## src/rtl/conv2_result_drain.sv

```systemverilog
// conv2_result_drain: drains the conv2 accumulator bus. Each conv_time change
// snapshots the 16 x 30-bit accumulator word; channels are biased, rescaled,
// clamped and streamed one per beat over out_valid/out_ready.
//
// Ports:
//   clk, rst_n   - clock, asynchronous active-low reset
//   conv_data    - packed accumulators, channel 0 in the LSBs
//   conv_time    - producer position counter; any change marks a new word
//   b_en, b_in   - bias write strobe / signed bias, loaded in channel order
//   out_data     - signed result sample
//   out_ch       - channel index of out_data
//   out_valid    - sample valid
//   out_ready    - downstream accept
//   busy         - capture or emission in progress
//   overrun      - sticky: a word arrived while busy and was dropped
//   frame_done   - sticky: TOTAL_POS positions fully emitted
//
// Build option: define CONV2_DRAIN_RELU_EN to clamp to 0..127 (ReLU) instead
// of signed saturation to -128..127.
module conv2_result_drain #(
  parameter int CH         = 16,
  parameter int ACC_WIDTH  = 30,
  parameter int BIAS_WIDTH = 8,
  parameter int OUT_WIDTH  = 8,
  parameter int FRAC_SHIFT = 9,
  parameter int TOTAL_POS  = 1260
) (
  input  logic                    clk,
  input  logic                    rst_n,
  input  logic [CH*ACC_WIDTH-1:0] conv_data,
  input  logic [10:0]             conv_time,
  input  logic                    b_en,
  input  logic [BIAS_WIDTH-1:0]   b_in,
  output logic [OUT_WIDTH-1:0]    out_data,
  output logic [3:0]              out_ch,
  output logic                    out_valid,
  input  logic                    out_ready,
  output logic                    busy,
  output logic                    overrun,
  output logic                    frame_done
);

  localparam int SW  = ACC_WIDTH + 2;
  localparam int BCW = $clog2(CH) + 1;
  localparam int PW  = $clog2(TOTAL_POS + 1);

  localparam logic [PW-1:0]  LAST_POS  = PW'(TOTAL_POS - 1);
  localparam logic [3:0]     LAST_CH   = 4'(CH - 1);
  localparam logic [BCW-1:0] BIAS_FULL = BCW'(CH);

  localparam logic signed [SW-1:0] OUT_MAX = SW'(2 ** (OUT_WIDTH - 1) - 1);
`ifndef CONV2_DRAIN_RELU_EN
  localparam logic signed [SW-1:0] OUT_MIN = ~OUT_MAX;
`endif

  typedef enum logic [1:0] {IDLE, CAP, EMIT, DONE} state_t;

  state_t                       state;
  logic [10:0]                  last_time;
  logic [CH*ACC_WIDTH-1:0]      snap;
  logic signed [BIAS_WIDTH-1:0] bias [CH];
  logic [BCW-1:0]               bias_cnt;
  logic [PW-1:0]                pos_cnt;

  logic       conv_evt;
  logic [3:0] nxt_ch;
  logic       beat_acc;

  assign conv_evt = (conv_time != last_time);
  assign nxt_ch   = out_ch + 4'd1;
  assign beat_acc = out_valid && out_ready;

  // Bias is aligned to the accumulator's fixed point before the add, so the
  // floor shift afterwards is the only rounding step.
  function automatic logic [OUT_WIDTH-1:0] rescale(
    input logic [ACC_WIDTH-1:0]  acc_raw,
    input logic [BIAS_WIDTH-1:0] b_raw
  );
    logic signed [SW-1:0] acc_x;
    logic signed [SW-1:0] bias_x;
    logic signed [SW-1:0] sum;
    logic signed [SW-1:0] scaled;
    logic [OUT_WIDTH-1:0] res;
    acc_x  = {{(SW-ACC_WIDTH){acc_raw[ACC_WIDTH-1]}}, acc_raw};
    bias_x = {{(SW-BIAS_WIDTH){b_raw[BIAS_WIDTH-1]}}, b_raw};
    sum    = acc_x + (bias_x <<< FRAC_SHIFT);
    scaled = sum >>> FRAC_SHIFT;
`ifdef CONV2_DRAIN_RELU_EN
    if (scaled < 0)
      res = '0;
    else if (scaled > OUT_MAX)
      res = OUT_MAX[OUT_WIDTH-1:0];
    else
      res = scaled[OUT_WIDTH-1:0];
`else
    if (scaled > OUT_MAX)
      res = OUT_MAX[OUT_WIDTH-1:0];
    else if (scaled < OUT_MIN)
      res = OUT_MIN[OUT_WIDTH-1:0];
    else
      res = scaled[OUT_WIDTH-1:0];
`endif
    return res;
  endfunction

  always_ff @(posedge clk or negedge rst_n) begin
    if (!rst_n) begin
      state      <= IDLE;
      last_time  <= '0;
      snap       <= '0;
      bias_cnt   <= '0;
      pos_cnt    <= '0;
      out_data   <= '0;
      out_ch     <= '0;
      out_valid  <= 1'b0;
      busy       <= 1'b0;
      overrun    <= 1'b0;
      frame_done <= 1'b0;
      for (int unsigned i = 0; i < CH; i++)
        bias[i] <= '0;
    end else begin
      last_time <= conv_time;

      if (b_en && (bias_cnt != BIAS_FULL)) begin
        bias[bias_cnt[BCW-2:0]] <= b_in;
        bias_cnt                <= bias_cnt + 1'b1;
      end

      unique case (state)
        IDLE: begin
          if (conv_evt) begin
            snap  <= conv_data;
            state <= CAP;
            busy  <= 1'b1;
          end
        end

        CAP: begin
          if (conv_evt)
            overrun <= 1'b1;
          out_data  <= rescale(snap[ACC_WIDTH-1:0], bias[0]);
          out_ch    <= '0;
          out_valid <= 1'b1;
          state     <= EMIT;
        end

        EMIT: begin
          if (beat_acc && (out_ch == LAST_CH)) begin
            out_valid <= 1'b0;
            pos_cnt   <= pos_cnt + 1'b1;
            if (pos_cnt == LAST_POS) begin
              state      <= DONE;
              busy       <= 1'b0;
              frame_done <= 1'b1;
            end else if (conv_evt) begin
              // word arriving with the final accept is taken, not dropped
              snap  <= conv_data;
              state <= CAP;
            end else begin
              state <= IDLE;
              busy  <= 1'b0;
            end
          end else begin
            if (conv_evt)
              overrun <= 1'b1;
            if (beat_acc) begin
              out_ch   <= nxt_ch;
              out_data <= rescale(snap[nxt_ch*ACC_WIDTH +: ACC_WIDTH], bias[nxt_ch]);
            end
          end
        end

        DONE: begin
        end

        default: state <= IDLE;
      endcase
    end
  end

endmodule

```

## config.mk

```make
export PLATFORM = sky130hd
export DESIGN_NAME = conv2_result_drain
export DESIGN_NICKNAME = d
export VERILOG_FILES = /design/src/rtl/conv2_result_drain.sv
export SDC_FILE = /design/constraint.sdc
export NUM_CORES = 1
export LEC_CHECK = 0
export CAP_MARGIN = 20
export CORE_ASPECT_RATIO = 0.5
export CORE_MARGIN = 2
export CORE_UTILIZATION = 25
export CTS_BUF_LIST = sky130_fd_sc_hd__clkbuf_8
export DETAILED_ROUTE_END_ITERATION = 16
export PLACE_DENSITY = 0.57
export SLEW_MARGIN = 25
export SYNTH_ARGS = -nofsm -noshare
export SYNTH_HDL_FRONTEND = slang
export SYNTH_SLANG_ARGS = --single-unit
```

## constraint.sdc

```tcl
create_clock -name clk -period 11.8 [get_ports clk]
set_input_delay 1.77 -clock clk [delete_from_list [all_inputs] [get_ports clk]]
set_output_delay 1.77 -clock clk [all_outputs]
set_load 0.01 [all_outputs]
```

# Word-level counts from Yosys, hierarchy flattened
# Cells that the tools add are included.
# op_classes
div_mod_pow	0
add_sub_neg	5
order_cmp	7
n_eq_ne	12
n_reduce_logical	16
shifts	1
bitwise_logic	2
mul	1
mux	35
# ops
operator	n
480-bit two-way mux	3
480-bit one-hot mux with 2 select lines	1
480-bit by 10-bit indexed part select with 30-bit output	1
128-bit bitwise mux	1
8-bit two-way mux	9
30-bit by 17-bit adder with 31-bit output	2
22-bit by 8-bit > comparator with 1-bit output (second input constant)	2
22-bit by 8-bit less-than comparator with 1-bit output (second input constant)	2
8-bit binary-select mux with 4-bit select	1
8-bit demux with 4-bit select	1
8-bit one-hot mux with 2 select lines	1
3-bit AND reduction	4
11-bit by 1-bit adder with 11-bit output (second input constant)	1
11-bit == test (second input constant)	1
11-bit != test	1
5-bit greater-or-equal comparator (second input constant)	2
2-bit != test (second input constant)	5
4-bit inverter with 5-bit output	2
4-bit by 4-bit multiplier with 8-bit output (second input constant)	1
1-bit two-way mux	8
4-bit two-way mux	2
4-bit one-hot mux with 2 select lines	1
2-bit two-way mux	3
1-bit one-hot mux with 2 select lines	3
15 further kinds	21
# totals
romBits	0
ramBits	0
n_memories	0
latchBits	0
register_bits	653
output_inout_bits	16
elab_cells	106

# Longest topological paths before layout
# logic_depth
ltp_word	12
ltp_mapped	18
depth_no_buf	15

# Least setup slack after synthesis
# No wires, ideal clock.
# synth_timing
path_kind	reg-to-reg
start	reg out_ch[0]
end	reg out_data[0]
setup_slack_ps	6658
required_time_ps	11705
period_less_slack_ps	5142
arrival_time_ps	5046
setup_time_ps	95
stages_incl_launch_ff	16
path_buffers	3
path_cell_list	dfrtp_1 > clkbuf_1 > clkbuf_1 > mux4_2 > mux4_2 > ha_1 > buf_4 > and3_1 > and2_1 > a221o_1 > and2_1 > a211oi_2 > nand4_1 > o41ai_4 > a22oi_1 > o31ai_1
# synth_via
elab_chain_len	12
word_cells_on_any_way	19
classes_between	add/sub (2); mul (1); order compare (2); eq/ne (2); shift (1); mux (8); bitwise (1); reduce/logical (2)
# synth_lines
item	line	text
start: declaration	35	output logic [3:0] out_ch,
start signal: assignment	167	out_ch <= nxt_ch;
parallel branches: the longest is 12 deep, another holds 30-bit by 17-bit adder with 31-bit output	n/a	
end signal: assignment	141	out_data <= rescale(snap[ACC_WIDTH-1:0], bias[0]);
end signal: assignment	168	out_data <= rescale(snap[nxt_ch*ACC_WIDTH +: ACC_WIDTH], bias[nxt_ch]);
end: declaration	34	output logic [OUT_WIDTH-1:0] out_data,
# Several ways; the timed one is not identified. The select of a mux whose other input is x is not followed.
# A chain may end at the register's enable or synchronous reset.

# Worst setup path in the final report
# layout_timing
start	reg out_ch[0]
end	reg out_data[2]
# The elaborated chain is that of the path after synthesis.

==> flow_metrics.env <==
export IMPL_synth_seq_cells=509
export IMPL_tightest_slew_ns=0.9794
export IMPL_power_frac_comb=0.548
export IMPL_cts_tree="yes"
export IMPL_core_area_mm2=0.1000
export IMPL_p_sw_mw=4.032
export IMPL_ctsResizeCount=0
export IMPL_rsz0062_at_grt="no"
export IMPL_drcViolationCount=0
export IMPL_min_period_over_period=0.5792
export IMPL_synth_edf_count=0
export IMPL_post_cts_buffers=0
export IMPL_max_stage_delay_ns=0.96
export IMPL_dp_hpwl_um=52400
export IMPL_end_kind="flip-flop"
export IMPL_p_per_area_mw_per_mm2=319.8
export IMPL_path_class="reg2reg"
export IMPL_grt_pass1_vias=17400
export IMPL_cts_sinks=509
export IMPL_hold_viol=0
export IMPL_netlist_area_mm2=0.02520
export IMPL_first_pass_iters=5
export IMPL_cts_buffer_depth=3
export IMPL_die_area_mm2=0.1035
export IMPL_cp_required_ns=12.38
export IMPL_p_int_mw=6.249
export IMPL_cap_violations=0
export IMPL_antenna_found_initial=18
export IMPL_std_cell_rows=82
export IMPL_avgSynthCellArea_um2=14.54
export IMPL_instances_no_fill=3526
export IMPL_finClkSkew_ns=0.04528
export IMPL_leakage_nw=12.92
export IMPL_clk_latency_ns=0.73
export IMPL_finalPower_mw=10.28
export IMPL_path_buf_inv=1
export IMPL_h_tree_depth=3
export IMPL_dp_cells=3370
export IMPL_fin_nets=2670
export IMPL_arrival_ns=7.41
export IMPL_slew_viol_final=0
export IMPL_via_count=16210
export IMPL_finalSetupViolations=0
export IMPL_clk_pin_slew_worst_paths_ns=0.07
export IMPL_track_usage=0.1391
export IMPL_hold_buffers=0
export IMPL_drt_wl_total_um=72550
export IMPL_synth_cell_type_count=75
export IMPL_grt_max_degree=190
export IMPL_die_h_um=228.5
export IMPL_gp_congestion=0.8469
export IMPL_ios=519
export IMPL_cp_cell_sequence="ha_4, buf_4, mux4_2, mux4_2, ha_1, a21oi_1, o21ai_0, o2111ai_1, a211oi_2, a2111oi_0, o2111ai_1, a22oi_1, o31ai_1"
export IMPL_die_w_um=453.0
export IMPL_numPortBuffers=374
export IMPL_grt_overflow_total=0
export IMPL_setup_tns_ns=0
export IMPL_startpoint_type="flip-flop"
export IMPL_synthCells=1733
export IMPL_crit_slowest_cell="dfrtp_4"
export IMPL_sw_frac_of_total=0.3922
export IMPL_cts_made_buffers=83
export IMPL_postRouteAntennaNets=0
export IMPL_via_per_inst=4.597
export IMPL_yosysWarnings=0
export IMPL_crit_family="compound AO/OA/AOI/OAI gates"
export IMPL_fmax_mhz=146.3
export IMPL_async_flop_share=1.000
export IMPL_grt_first_pass_wirelength_um=108700
export IMPL_drive_gt1_frac=0.3544
export IMPL_syn_nets=2290
export IMPL_hold_class="reg2reg"
export IMPL_fin_crit_ns=6.835
export IMPL_initial_core_util=0.2519
export IMPL_nFillCells=9984
export IMPL_cp_max_fo=41
export IMPL_p_seq_frac=0.302
export IMPL_power_frac_clock=0.150
export IMPL_status="finished clean"
export IMPL_maxSlewHeadroom=0.3471
export IMPL_first_iter_violations=981
export IMPL_synth_flop_cell="dfrtp_1"
export IMPL_vdd_ir_drop_max_mv=0.1786
export IMPL_cts_root_buf="clkbuf_8"
export IMPL_ys_seq_area_frac=0.5055
export IMPL_wl_per_cell_um=20.58
export IMPL_syn2layout_area_growth_pct=27.59
-- cell usage after synthesis (7+ instances only) --
| cell | n | share of area |
|---|---|---|
| a21o_1 | 16 | 0.0048 |
| a21oi_1 | 48 | 0.0095 |
| a22oi_1 | 7 | 0.0021 |
| and3_1 | 8 | 0.0020 |
| buf_1 | 15 | 0.0022 |
| buf_2 | 11 | 0.0022 |
| clkbuf_1 | 67 | 0.010 |
| dfrtp_1 | 509 | 0.51 |
| ha_1 | 52 | 0.026 |
| inv_1 | 15 | 0.0022 |
| mux2_2 | 466 | 0.21 |
| mux4_2 | 145 | 0.13 |
| nand2_1 | 82 | 0.012 |
| nand2b_1 | 7 | 0.0017 |
| nand3_1 | 14 | 0.0028 |
| nand4_1 | 9 | 0.0022 |
| nor2_1 | 26 | 0.0039 |
| nor3_1 | 14 | 0.0028 |
| nor4_1 | 8 | 0.0020 |
| o211ai_1 | 7 | 0.0021 |
| o21a_1 | 8 | 0.0024 |
| o21ai_0 | 40 | 0.0079 |
| o31ai_1 | 9 | 0.0027 |
| xnor2_1 | 29 | 0.010 |
| xor2_1 | 26 | 0.0090 |
-- placed cells by master (no fill, tap or decap), types with 6 or more instances in the layout --
master	count
a211oi_1	6
a21o_1	16
a21oi_1	48
a22oi_1	7
and2_1	6
and3_1	8
buf_4	10
clkbuf_8	99
clkdlybuf4s50_1	373
dfrtp_1	508
diode_2	15
ha_1	51
inv_1	45
mux2_2	466
mux4_2	145
nand2_1	81
nand2b_1	7
nand3_1	14
nand4_1	9
nor2_1	26
nor3_1	14
nor4_1	8
o211ai_1	7
o21a_1	8
o21ai_0	40
o31ai_1	9
xnor2_1	28
xor2_1	25
-- path summary, 6_finish.rpt --
kind	startpoint	endpoint	slack, ns	cells after the start
max	out_ch[0]$_DFFE_PN0P_	out_data[2]$_DFFE_PN0P_	4.97	13
min	pos_cnt[10]$_DFFE_PN0P_	pos_cnt[10]$_DFFE_PN0P_	0.47	1
max reg2reg	out_ch[0]$_DFFE_PN0P_	out_data[2]$_DFFE_PN0P_	4.97	13
min reg2reg	pos_cnt[10]$_DFFE_PN0P_	pos_cnt[10]$_DFFE_PN0P_	0.47	1
max in group asynchronous	rst_n	last_time[0]$_DFF_PN0_	8.43	4
min in group asynchronous	rst_n	snap[402]$_DFFE_PN0P_	1.00	1
-- sequential cells by signal, indices dropped and copies added, names as in the netlist --
name	count
snap	336
pos_cnt	11
out_data	8
overrun	1
out_valid	1
bias	128
last_time	11
frame_done	1
out_ch	4
bias_cnt	5
busy	1
state	2
-- layer usage --
layer  wire (um)  GRT usage  vias up  share of wire
met1       28230     0.1575     8499           0.39
met3        2137    0.02221      107          0.029
met2       40270     0.2618      255           0.56
li1            -          -     7345              -
met5          27          0        -        0.00037
met4        1883    0.04979        4          0.026
-- power groups by stage --
stage	clock [mW]	sequential [mW]	combinational [mW]
3_5_place_dp	0	3.13	5.64
3_3_place_gp	0	3.09	5.58
6_report	1.55	3.10	5.64
5_1_grt	1.69	3.21	6.12
2_1_floorplan	0	2.90	4.34
4_1_cts	1.61	3.10	5.67
-- logic make-up after synthesis --
logic type / after synthesis / share of synthesized area
adder cells (fa/ha/maj): 54 / 0.02741
buffers and inverters: 110 / 0.01713
AO/OA/AOI/OAI: 193 / 0.05308
flip-flops: 509 / 0.5055
XOR/XNOR: 55 / 0.01912
AND/OR/NAND/NOR: 198 / 0.03873
multiplexers: 614 / 0.3390
-- metrics by stage --
step | setup slack, ns | util | hold WS, ns | instance area, um2
6_report | 4.965 | 0.3214 | 0.4704 | 32150
3_5_place_dp | 5.046 | 0.3044 | 0.4604 | 30450
2_1_floorplan | 6.658 | - | 0.4342 | 25200
5_1_grt | 4.603 | 0.3214 | 0.4859 | 32150
3_3_place_gp | 5.051 | 0.3044 | 0.4506 | 30450
4_1_cts | 5.057 | 0.3204 | 0.4724 | 32050
-- area by class of cell --
type                            count  area, um2  share of cell area
Sequential cell                   509      12740              0.3963
Multi-Input combinational cell   1114      12080              0.3756
Timing Repair Buffer              390       3950              0.1229
Tap cell                         1344       1682             0.05230
Clock buffer                       99       1363             0.04238
Clock inverter                     40      246.5            0.007667
Inverter                           15      56.30            0.001751
Antenna cell                       15      37.54            0.001167
Note: power is estimated with default switching activity, not from simulation.
